<file path="src/rtl/uart_pkg.sv">
// uart_pkg: shared state type, data width and baud divisor helper for the buffered UART transmitter
package uart_pkg;

    typedef enum logic [2:0] {IDLE, START, DATA, PARITY, STOP} tx_state_t;

    localparam int DATA_BITS = 8;

    // Rounded clocks-per-bit divisor.
    function automatic int baud_div(input int clk_hz, input int baud);
        return (clk_hz + baud / 2) / baud;
    endfunction

endpackage

</file>
<file path="src/rtl/uart_sync_fifo.sv">
// uart_sync_fifo: dual-pointer RAM FIFO; pushes when full and pops when empty are ignored
//   clk, reset_n   clock, asynchronous active-low reset
//   push, wdata    write request and data
//   pop, rdata     read request; rdata shows the head entry combinationally
//   full, empty    occupancy flags
//   level          occupancy 0..DEPTH (one extra bit separates full from empty)
module uart_sync_fifo #(
    parameter int WIDTH = 8,
    parameter int DEPTH = 16
) (
    input  logic                   clk,
    input  logic                   reset_n,
    input  logic                   push,
    input  logic                   pop,
    input  logic [WIDTH-1:0]       wdata,
    output logic [WIDTH-1:0]       rdata,
    output logic                   full,
    output logic                   empty,
    output logic [$clog2(DEPTH):0] level
);
    localparam int AW = $clog2(DEPTH);

    logic [WIDTH-1:0] mem [DEPTH];
    logic [AW-1:0]    wr_ptr, rd_ptr;
    logic             do_push, do_pop;

    assign full    = level == (AW + 1)'(DEPTH);
    assign empty   = level == '0;
    assign do_push = push && !full;
    assign do_pop  = pop && !empty;
    assign rdata   = mem[rd_ptr];

    always_ff @(posedge clk or negedge reset_n) begin
        if (!reset_n) begin
            wr_ptr <= '0;
            rd_ptr <= '0;
            level  <= '0;
        end else begin
            wr_ptr <= wr_ptr + AW'(do_push);
            rd_ptr <= rd_ptr + AW'(do_pop);
            level  <= level + (AW + 1)'(do_push) - (AW + 1)'(do_pop);
        end
    end

    always_ff @(posedge clk) begin
        if (do_push) mem[wr_ptr] <= wdata;
    end

endmodule

</file>
<file path="src/rtl/uart_tx_fifo.sv">
// uart_tx_fifo: buffered UART transmitter, 8N1 by default, 8E1 when UART_TX_PARITY_EN is defined
//   clk, reset_n         clock, asynchronous active-low reset
//   in_data, in_valid    byte and valid; transfer when in_valid && in_ready
//   in_ready             FIFO not full
//   tx                   registered serial line, idle high, LSB first
//   busy                 frame in progress or bytes queued
//   fifo_level           FIFO occupancy 0..FIFO_DEPTH
module uart_tx_fifo
    import uart_pkg::*;
#(
    parameter int CLK_HZ     = 50_000_000,
    parameter int BAUD       = 115_200,
    parameter int FIFO_DEPTH = 16
) (
    input  logic                        clk,
    input  logic                        reset_n,
    input  logic [7:0]                  in_data,
    input  logic                        in_valid,
    output logic                        in_ready,
    output logic                        tx,
    output logic                        busy,
    output logic [$clog2(FIFO_DEPTH):0] fifo_level
);
    localparam int             DIV       = baud_div(CLK_HZ, BAUD);
    localparam int             BW        = $clog2(DIV + 1);
    localparam logic [BW-1:0]  BAUD_LAST = BW'(DIV - 1);
    localparam logic [2:0]     LAST_BIT  = 3'(DATA_BITS - 1);
    localparam logic [2:0]     S_IDLE    = IDLE;
    localparam logic [2:0]     S_START   = START;
    localparam logic [2:0]     S_DATA    = DATA;
    localparam logic [2:0]     S_STOP    = STOP;
`ifdef UART_TX_PARITY_EN
    localparam logic [2:0]     S_PARITY  = PARITY;
    localparam logic [2:0]     S_AFTER   = S_PARITY;
`else
    localparam logic [2:0]     S_AFTER   = S_STOP;
`endif

    logic [2:0]    state, bit_cnt;
    logic [BW-1:0] baud_cnt;
    logic [7:0]    shift_reg, rdata;
    logic          full, empty, bit_end, pop, tx_next;

    uart_sync_fifo #(.WIDTH(8), .DEPTH(FIFO_DEPTH)) u_fifo (
        .clk    (clk),
        .reset_n(reset_n),
        .push   (in_valid),
        .pop    (pop),
        .wdata  (in_data),
        .rdata  (rdata),
        .full   (full),
        .empty  (empty),
        .level  (fifo_level)
    );

    assign in_ready = !full;
    assign busy     = (state != S_IDLE) || (fifo_level != '0);
    assign bit_end  = baud_cnt == BAUD_LAST;
    // Pop from IDLE, or at the end of STOP so the next start bit follows with no gap.
    assign pop      = !empty && (state == S_IDLE || (state == S_STOP && bit_end));

`ifdef UART_TX_PARITY_EN
    logic parity;

    always_ff @(posedge clk or negedge reset_n) begin
        if (!reset_n) parity <= 1'b0;
        else if (pop) parity <= ^rdata;
    end

    always_comb tx_next = state == S_START ? 1'b0 : state == S_DATA ? shift_reg[0] :
                          state == S_PARITY ? parity : 1'b1;
`else
    always_comb tx_next = state == S_START ? 1'b0 : state == S_DATA ? shift_reg[0] : 1'b1;
`endif

    always_ff @(posedge clk or negedge reset_n) begin
        if (!reset_n) begin
            state     <= S_IDLE;
            baud_cnt  <= '0;
            bit_cnt   <= '0;
            shift_reg <= '0;
            tx        <= 1'b1;
        end else begin
            tx       <= tx_next;
            baud_cnt <= (state == S_IDLE || bit_end) ? '0 : baud_cnt + BW'(1);
            bit_cnt  <= bit_cnt + 3'(state == S_DATA && bit_end);
            if (pop) shift_reg <= rdata;
            else if (state == S_DATA && bit_end) shift_reg <= shift_reg >> 1;
            case (state)
                S_IDLE:   if (pop) state <= S_START;
                S_START:  if (bit_end) state <= S_DATA;
                S_DATA:   if (bit_end && bit_cnt == LAST_BIT) state <= S_AFTER;
`ifdef UART_TX_PARITY_EN
                S_PARITY: if (bit_end) state <= S_STOP;
`endif
                S_STOP:   if (bit_end) state <= pop ? S_START : S_IDLE;
                default:  state <= S_IDLE;
            endcase
        end
    end

endmodule

</file>
<file path="config.mk">
export PLATFORM = sky130hd
export DESIGN_NAME = uart_tx_fifo
export DESIGN_NICKNAME = d
export VERILOG_FILES = /design/src/rtl/uart_pkg.sv /design/src/rtl/uart_sync_fifo.sv /design/src/rtl/uart_tx_fifo.sv
export SDC_FILE = /design/constraint.sdc
export NUM_CORES = 1
export LEC_CHECK = 0
export ABC_AREA = 1
export BUFFER_PORTS_ARGS = -buffer_cell sky130_fd_sc_hd__buf_2
export CAP_MARGIN = 20
export CORE_MARGIN = 2
export CORE_UTILIZATION = 50
export CTS_CLUSTER_SIZE = 8
export DETAILED_ROUTE_END_ITERATION = 12
export PLACE_DENSITY = 0.66
export SYNTH_ARGS = -nofsm -noshare
export SYNTH_HDL_FRONTEND = slang
export SYNTH_SLANG_ARGS = --single-unit
export TNS_END_PERCENT = 100
</file>
<file path="constraint.sdc">
create_clock -name clk -period 6.97 [get_ports clk]
set_clock_uncertainty 0.1 [all_clocks]
set_input_delay 0.3485 -clock clk [delete_from_list [all_inputs] [get_ports clk]]
set_output_delay 0.3485 -clock clk [all_outputs]
set_load 0.01 [all_outputs]
</file>
==> results_dict.tcl, run 1 <==
set metrics [dict create \
    critPathBufInv 2 \
    p_int_mw 1.746 \
    postSynthAreaPerCell_um2 10.55 \
    hp-start "in_data[0]" \
    multiInputGateArea_um2 2014 \
    synth_edf_count 128 \
    clk_path_buf_depth 2 \
    worstReg2RegStart "baud_cnt[0]" \
    grt_pass1_wl_um 22970 \
    synth_common_cells "187 x nand2_1, 128 x edfxtp_1, 96 x nand3_1, 80 x inv_1, 55 x nor2_1" \
    die_x_um 124.4 \
    insertion_delay_ns 0.43 \
    synth_flop_cell "edfxtp_1" \
    synth_fa_ha_area_share_pct 2.694 \
    dp_hpwl_um 8848 \
    synth-compound-area-share_pct 2.349 \
    cts_made_buffers 17 \
    crit_type "flip-flop to flip-flop" \
    layout-drive-gt1-share_pct 8.647 \
    synth.area.mux_share_pct 0 \
    die_height_um 124.4 \
    hold_path_class "primary input to flip-flop" \
    yosysUniqueCellTypes 35 \
    initial_core_util_pct 51.59 \
    cts_tree "built" \
    grt_pass1_vias 4438 \
    cpMostUsedCell "ha_1" \
    antenna_found_initial 0 \
    die_area_um2 15470 \
    synth_area_um2 7244 \
    min_path_cells 1 \
    crit_path_max_fanout 11 \
    htreeDepth 4 \
    maxSlewViolCount 0 \
    rsz0062_at_grt "no" \
    postRouteAntennaNets 0 \
    p_clk_share_pct 36.1 \
    synth_top_area_share_pct 53.06 \
    hold_violations 0 \
    min_to "u_fifo.mem[6][0]" \
    ff2ff_setup_slack_ns 4.19 \
    regArea_um2 4772 \
    wl_um 14300 \
    final_cells 897 \
    nFillCells 1163 \
    vias_per_cell 5.214 \
    slew_headroom_pct 29.29 \
    drcViolationCount 0 \
    root_buffer "clkbuf_16" \
    cp_top_family "adder cells" \
    cts_setup_buffers 0 \
    row_count 43 \
    largest_reg_flops 128 \
    grt_use_total_pct 19.47 \
    rr_worst_depth 15 \
    dr.pass1.iters 5 \
    pin_count 19 \
    overflow 0 \
    max_cap_viol_count 0 \
    slowest_stage "dfrtp_1" \
    p_comb_share_pct 11.9 \
    leakagePower_nw 3.387 \
    cts.sinks 165 \
    async_flop_share_pct 22.42 \
    synth_top_family_by_area "simple AND/OR/NAND/NOR gates" \
    via_count 4677 \
    synth_nets 713 \
    path_clk_slew_ns 0.06 \
    synth_seq_cells 165 \
    wl_per_cell_um 15.94 \
    design.core.area_um2 14040 \
    finalSetupTns_ns 0 \
    timing.rr.end "u_fifo.level[4]" \
    ir_worst_vdd_mv 0.2057 \
    synth-simple-area-share_pct 21.68 \
    cpPeakStageDelay_ns 0.42 \
    switchingPower_mw 0.5852 \
    yosysTopAreaCell "edfxtp_1" \
    power_frac_seq_pct 52.0 \
    syn2layout_area_growth_pct 10.48 \
    layout.nets 730 \
    yosys_warnings 0 \
    crit_chain "ha_1 > nand2_1 > nor3_4 > nand2_4 > nand2_8 > nand2_8 > clkinv_8 > ha_1 > inv_1 > ha_1 > fa_1 > a21oi_1 > nor2_1 > nor2_1 > xor2_1" \
    ctsResizeCount 0 \
    synthCells 687 \
    max_freq_ghz 0.3594 \
    critPathArrivalTime_ns 3.03 \
    min_period_ns 2.783 \
    status "finished clean" \
    crit_required_ns 7.22 \
    yosysSeqAreaShare_pct 65.85 \
    setup_viol 0 \
    antenna_cells 0 \
    endpoint_kind "flip-flop" \
    dr.first_iter.drc_count 347 \
    startpoint_type "flip-flop" \
    finalWeightedCongestion 0.8363 \
    fin_crit_sh_pct 39.92 \
    portBuffers 18 \
    dp_cells 863 \
    p_per_area_nw_per_um2 291.2 \
    yosysMostFrequentCell "nand2_1" \
    worst_slew_pin_slew_ns 1.059 \
    grt_max_degree 69 \
    ys_top_cells_by_area "edfxtp_1 53%, dfrtp_1 12%, nand2_1 9.7%" \
    synth_xor_area_share_pct 1.088 \
    hold_buffers 1 \
    p_sw_share_pct 25.11 \
]
## metal layers
metal	wire (µm)	up-vias	global-route usage, %	part of all wire, %
li1	-	2303	-	-
met1	6225	2239	24.99	44
met2	7085	114	31.95	50
met3	704	21	4.682	4.9
met4	282	0	7.997	2.0
met5	0	-	0	0
## metrics by stage
stage          area, µm²  power (mW)  worst slack [ns]  utilization [%]  hold WS (ns)
2_1_floorplan       7244       1.411             4.385                -      -0.04709
3_3_place_gp        7451       1.502             4.241            53.06        0.3535
3_5_place_dp        7451       1.512             4.186            53.06        0.3620
4_1_cts             7989       2.350             4.162            56.89        0.2033
5_1_grt             8004       2.440             4.029            57.00        0.2108
6_report            8004       2.331             4.187            57.00        0.2198
## how the worst max path moves through the flow
stage                           end  cells past startpoint         from
detailed placement  u_fifo.level[4]                     15  baud_cnt[0]
floorplan           u_fifo.level[4]                     15  baud_cnt[0]
global placement    u_fifo.level[4]                     15  baud_cnt[0]
finish              u_fifo.level[4]                     15  baud_cnt[0]
CTS                 u_fifo.level[4]                     15  baud_cnt[0]
global route        u_fifo.level[4]                     15  baud_cnt[0]
## power by group through the flow
stage                     Combinational [mW]  Clock (mW)  Sequential, mW
after floorplan                        0.180           0            1.23
after global placement                 0.273           0            1.23
after detailed placement               0.280           0            1.23
after CTS                              0.283       0.854            1.21
after global routing                   0.318       0.900            1.22
final                                  0.277       0.841            1.21
## cell type report
cell class	instances	share of cell area, %
Tap cell	180	2.814
Clock inverter	10	1.047
Timing Repair Buffer	22	1.626
Clock buffer	22	5.549
Sequential cell	165	59.62
Multi-Input combinational cell	413	25.17
Inverter	85	4.174
## cells by family after synthesis
group | count (synthesis)
and+or+nand+nor | 357
buffers and inverters | 109
xor gates and xnor gates | 9
DFF | 165
AOI/OAI and AO/OA | 32
adders and majority gates | 15
## cell usage in the layout (no fill, tap or decap), types with 2 or more instances in the layout
cell,n
nor2_1,55
o21ai_0,18
buf_2,18
clkbuf_1,5
nand2_8,2
nor3b_1,3
nand2_1,187
inv_2,2
edfxtp_1,128
clkbuf_16,17
nand4_1,2
inv_1,80
nand3_1,96
clkinv_2,4
ha_1,14
o21ai_1,5
nor3_1,5
buf_4,2
clkinv_1,2
xor2_1,9
clkinvlp_4,4
o211ai_1,2
dfrtp_1,35
a21oi_1,5
Power figures use the tool's default switching activity.
==> inputs of run 2 (changes only) <==
==> constraint.sdc (replaced) <==
create_clock -name clk -period 2.8 [get_ports clk]
set_clock_uncertainty 0.1 [all_clocks]
set_input_delay 0.14 -clock clk [delete_from_list [all_inputs] [get_ports clk]]
set_output_delay 0.14 -clock clk [all_outputs]
set_load 0.01 [all_outputs]
==> results_dict.tcl, run 2 (synthesized netlist as in run 1, its figures left out) <==
set metrics [dict create \
    status "finished clean" \
    drcViolationCount 0 \
    cts_made_buffers 17 \
    worst_slew_pin_slew_ns 0.8659 \
    overflow 0 \
    endpoint_kind "flip-flop" \
    grt_pass1_vias 4667 \
    syn2layout_area_growth_pct 13.23 \
    die_x_um 124.4 \
    slowest_stage "dfrtp_1" \
    vias_per_cell 5.162 \
    design.core.area_um2 14040 \
    worstReg2RegStart "u_fifo.level[3]" \
    wl_per_cell_um 16.37 \
    dr.first_iter.drc_count 401 \
    postRouteAntennaNets 0 \
    slew_headroom_pct 42.27 \
    largest_reg_flops 128 \
    cts_tree "built" \
    crit_type "flip-flop to flip-flop" \
    hold_path_class "primary input to flip-flop" \
    leakagePower_nw 3.519 \
    layout.nets 754 \
    root_buffer "clkbuf_16" \
    final_common_cell "nand2_1" \
    layout-drive-gt1-share_pct 11.88 \
    die_height_um 124.4 \
    critPathBufInv 4 \
    path_clk_slew_ns 0.06 \
    finalWeightedCongestion 0.8457 \
    grt_pass1_wl_um 24190 \
    crit_chain "inv_1 > ha_2 > nand4_1 > nand2_1 > inv_1 > nand2_8 > clkinv_8 > ha_1 > inv_1 > ha_1 > fa_2 > a21oi_1 > nor2_1 > nor2_1 > xor2_1" \
    die_area_um2 15470 \
    rr_worst_depth 15 \
    antenna_found_initial 0 \
    critPathArrivalTime_ns 2.90 \
    initial_core_util_pct 51.59 \
    crit_required_ns 3.05 \
    timing.rr.end "u_fifo.level[4]" \
    maxSlewViolCount 0 \
    dr.pass1.iters 4 \
    worst_slack_ns 0.1472 \
    min_path_cells 1 \
    power.total_mw 5.955 \
    grt_max_degree 68 \
    fin_crit_sh_pct 94.74 \
    grt_use_total_pct 20.41 \
    most-common-layout-cells "187 x nand2_1, 128 x edfxtp_1, 96 x nand3_1, 79 x inv_1, 55 x nor2_1" \
    endpoint "u_fifo.level[4]" \
    hold_violations 0 \
    via_count 4754 \
    cp_top_family "adder cells" \
    crit_path_max_fanout 9 \
    crit_cells 15 \
    cpMostUsedCell "inv_1" \
    startpoint_type "flip-flop" \
    cts.sinks 165 \
    ff2ff_setup_slack_ns 0.15 \
    htreeDepth 4 \
    min_period_ns 2.653 \
    dp_hpwl_um 9447 \
    insertion_delay_ns 0.43 \
    row_count 43 \
    max_freq_ghz 0.3770 \
    max_cap_viol_count 0 \
    ir_worst_vdd_mv 0.6139 \
    wl_um 15070 \
    cpPeakStageDelay_ns 0.40 \
    antenna_cells 0 \
    pre_cts_slack_ns 0.09338 \
    portBuffers 18 \
    clk_path_buf_depth 2 \
    setup.worst_path.start "u_fifo.level[3]" \
    pin_count 19 \
    p_per_area_nw_per_um2 725.9 \
    setup_viol 0 \
]
[run 2: area by class of cell]
cell class                 count  area, µm²
timing repair buffer          46      302.8
fill                        1134       5839
clock inverter                12      112.6
sequential                   165       4772
tap                          180      225.2
clock buffer                  20      436.7
multi-input combinational    413       2019
inverter                      85      334.1
[run 2: metrics by stage]
stage	hold WS, ns	util, %	setup TNS [ns]	area, µm²	cells
2_1_floorplan	-0.2556	-	0	7244	687
3_3_place_gp	0.1877	54.34	0	7631	887
3_5_place_dp	0.1976	54.34	0	7631	887
4_1_cts	0.006284	58.33	0	8190	920
5_1_grt	0.02210	58.42	-0.02655	8203	921
6_report	0.01842	58.42	0	8203	921
[run 2: layer usage]
metal / part of all wire, % / wire length [µm] / GRT usage (%) / up-vias
li1: - / - / - / 2346
met1: 44 / 6563 / 25.97 / 2269
met2: 50 / 7480 / 33.85 / 109
met3: 3.8 / 571 / 3.351 / 30
met4: 3.0 / 459 / 10.51 / 0
met5: 0 / 0 / 0 / -
[run 2: how the worst min path moves through the flow]
| stage | from | endpoint | slack, ns |
|---|---|---|---|
| 3_5_place_dp | reset_n | baud_cnt[7] | 0.20 |
| 6_report | in_data[0] | u_fifo.mem[15][0] | 0.02 |
| 4_1_cts | in_data[0] | u_fifo.mem[15][0] | 0.006 |
| 3_3_place_gp | reset_n | baud_cnt[7] | 0.19 |
| 5_1_grt | in_data[1] | u_fifo.mem[5][1] | 0.02 |
| 2_1_floorplan | reset_n | baud_cnt[0] | -0.26 |
[run 2: worst reg2reg max path, cell delays in order (launching register included)]
cell,delay [ns]
dfrtp_1,0.40
inv_1,0.09
ha_2,0.18
nand4_1,0.14
nand2_1,0.10
inv_1,0.09
nand2_8,0.12
clkinv_8,0.05
ha_1,0.27
inv_1,0.05
ha_1,0.22
fa_2,0.35
a21oi_1,0.13
nor2_1,0.05
nor2_1,0.10
xor2_1,0.14
[run 2: power breakdown]
part,switching [mW],internal [mW]
Clock,0.886,1.29
Sequential,0.105,2.92
Combinational,0.490,0.265
Total,1.48,4.47
[run 2: timing repair]
item,CTS,global route
hold buffers,1,0
endpoints found under the setup margin,0,1
buffers inserted,0,1
gates resized for setup,0,3
endpoints found under the hold margin,36,0
==> inputs of run 3 (changes only) <==
--- a/config.mk
+++ b/config.mk
@@ -13,6 +13,7 @@
 export CTS_CLUSTER_SIZE = 8
 export DETAILED_ROUTE_END_ITERATION = 12
 export PLACE_DENSITY = 0.66
+export RECOVER_POWER = 50
 export SYNTH_ARGS = -nofsm -noshare
 export SYNTH_HDL_FRONTEND = slang
 export SYNTH_SLANG_ARGS = --single-unit
==> results_dict.tcl, run 3 (synthesized netlist as in run 1, its figures left out) <==
set metrics [dict create \
    status "finished clean" \
    whs_ns 0.1390 \
    crit_required_ns 3.05 \
    design.core.area_um2 14040 \
    wl_um 15110 \
    grt_pass1_wl_um 24190 \
    portBuffers 18 \
    timing.rr.end "u_fifo.level[4]" \
    drcViolationCount 0 \
    die_height_um 124.4 \
    critPathArrivalTime_ns 2.90 \
    htreeDepth 4 \
    pre_cts_slack_ns 0.09338 \
    dr.first_iter.drc_count 412 \
    vias_per_cell 5.151 \
    maxSlewViolCount 0 \
    cts_made_buffers 17 \
    layout.nets 754 \
    slew_headroom_pct 39.07 \
    final_cells 921 \
    crit_type "flip-flop to flip-flop" \
    dp_hpwl_um 9447 \
    root_buffer "clkbuf_16" \
    ff2ff_setup_slack_ns 0.15 \
    largest_reg_flops 128 \
    via_count 4744 \
    antenna_found_initial 0 \
    worst_slew_pin_slew_ns 0.9139 \
    row_count 43 \
    setup.worst_path.start "u_fifo.level[3]" \
    rr_worst_depth 15 \
    endpoint "u_fifo.level[4]" \
    hold_violations 0 \
    worst_slack_ns 0.1487 \
    leakagePower_nw 3.491 \
    cts.sinks 165 \
    min_path_cells 4 \
    initial_core_util_pct 51.59 \
    die_x_um 124.4 \
    max_cap_viol_count 0 \
    overflow 0 \
    fin_crit_sh_pct 94.69 \
    min_period_ns 2.651 \
    insertion_delay_ns 0.43 \
    grt_use_total_pct 20.41 \
    die_area_um2 15470 \
    dp_cells 887 \
    hold_path_class "primary input to flip-flop" \
    crit_path_max_fanout 9 \
    antenna_cells 0 \
    finalWeightedCongestion 0.8457 \
    worstReg2RegStart "u_fifo.level[3]" \
    place_area_um2 7631 \
    dr.pass1.iters 5 \
    path_clk_slew_ns 0.06 \
    ir_worst_vdd_mv 0.6117 \
    wl_per_cell_um 16.41 \
    final_common_cell "nand2_1" \
    p_per_area_nw_per_um2 726.8 \
    pin_count 19 \
    syn2layout_area_growth_pct 12.99 \
    clk_path_buf_depth 2 \
    cts_tree "built" \
    fin_area_um2 8185 \
    setup_viol 0 \
    grt_pass1_vias 4667 \
    startpoint_type "flip-flop" \
    most-common-layout-cells "187 x nand2_1, 128 x edfxtp_1, 97 x nand3_1, 79 x inv_1, 55 x nor2_1" \
    grt_max_degree 68 \
    endpoint_kind "flip-flop" \
    layout-drive-gt1-share_pct 10.39 \
    max_freq_ghz 0.3772 \
    postRouteAntennaNets 0 \
]
[run 3: metrics by stage]
stage,setup TNS [ns],power [mW],util [%]
after global routing,-0.02655,6.200,58.29
final,0,5.949,58.29
after detailed placement,0,3.817,54.34
after CTS,0,5.988,58.33
after floorplan,0,3.512,-
after global placement,0,3.771,54.34
[run 3: cell type report]
| cell class | count | area (µm²) |
|---|---|---|
| clock inverters | 12 | 112.6 |
| multi-input cells | 413 | 2014 |
| inverters | 85 | 334.1 |
| repair buffers | 46 | 290.3 |
| clock buffers | 20 | 436.7 |
| well taps | 180 | 225.2 |
| fillers | 1144 | 5857 |
| flip-flops and latches | 165 | 4772 |
[run 3: how the worst min path moves through the flow]
stage	startpoint	end
finish	in_valid	u_fifo.level[0]
global route	in_valid	u_fifo.wr_ptr[0]
CTS	in_data[0]	u_fifo.mem[15][0]
detailed placement	reset_n	baud_cnt[7]
global placement	reset_n	baud_cnt[7]
floorplan	reset_n	baud_cnt[0]
[run 3: metal layers]
| metal | track usage, % | routed length [µm] | vias up |
|---|---|---|---|
| li1 | - | - | 2346 |
| met4 | 10.51 | 459 | 0 |
| met3 | 3.351 | 526 | 30 |
| met2 | 33.85 | 7548 | 94 |
| met1 | 25.97 | 6579 | 2274 |
| met5 | 0 | 0 | - |
[run 3: worst max-delay path, cell delays in order, from the launching register on]
cell      delay (ns)
dfrtp_1         0.40
inv_1           0.09
ha_2            0.18
nand4_1         0.14
nand2_1         0.10
inv_1           0.09
nand2_8         0.12
clkinv_8        0.05
ha_1            0.26
inv_1           0.05
ha_1            0.22
fa_2            0.35
a21oi_1         0.13
nor2_1          0.05
nor2_1          0.10
xor2_1          0.14
[run 3: what timing repair did]
item                       CTS  global route
hold buffers                 1             0
resized for setup            0             3
setup endpoints to repair    0             1
hold endpoints to repair    36             0
setup buffers                0             1
[run 3: power by group]
part           leakage (nW)  switching, mW  internal, mW
registers              1.61          0.105          2.92
logic                  1.62          0.491         0.259
clock network         0.260          0.883          1.29
total                  3.49           1.48          4.47
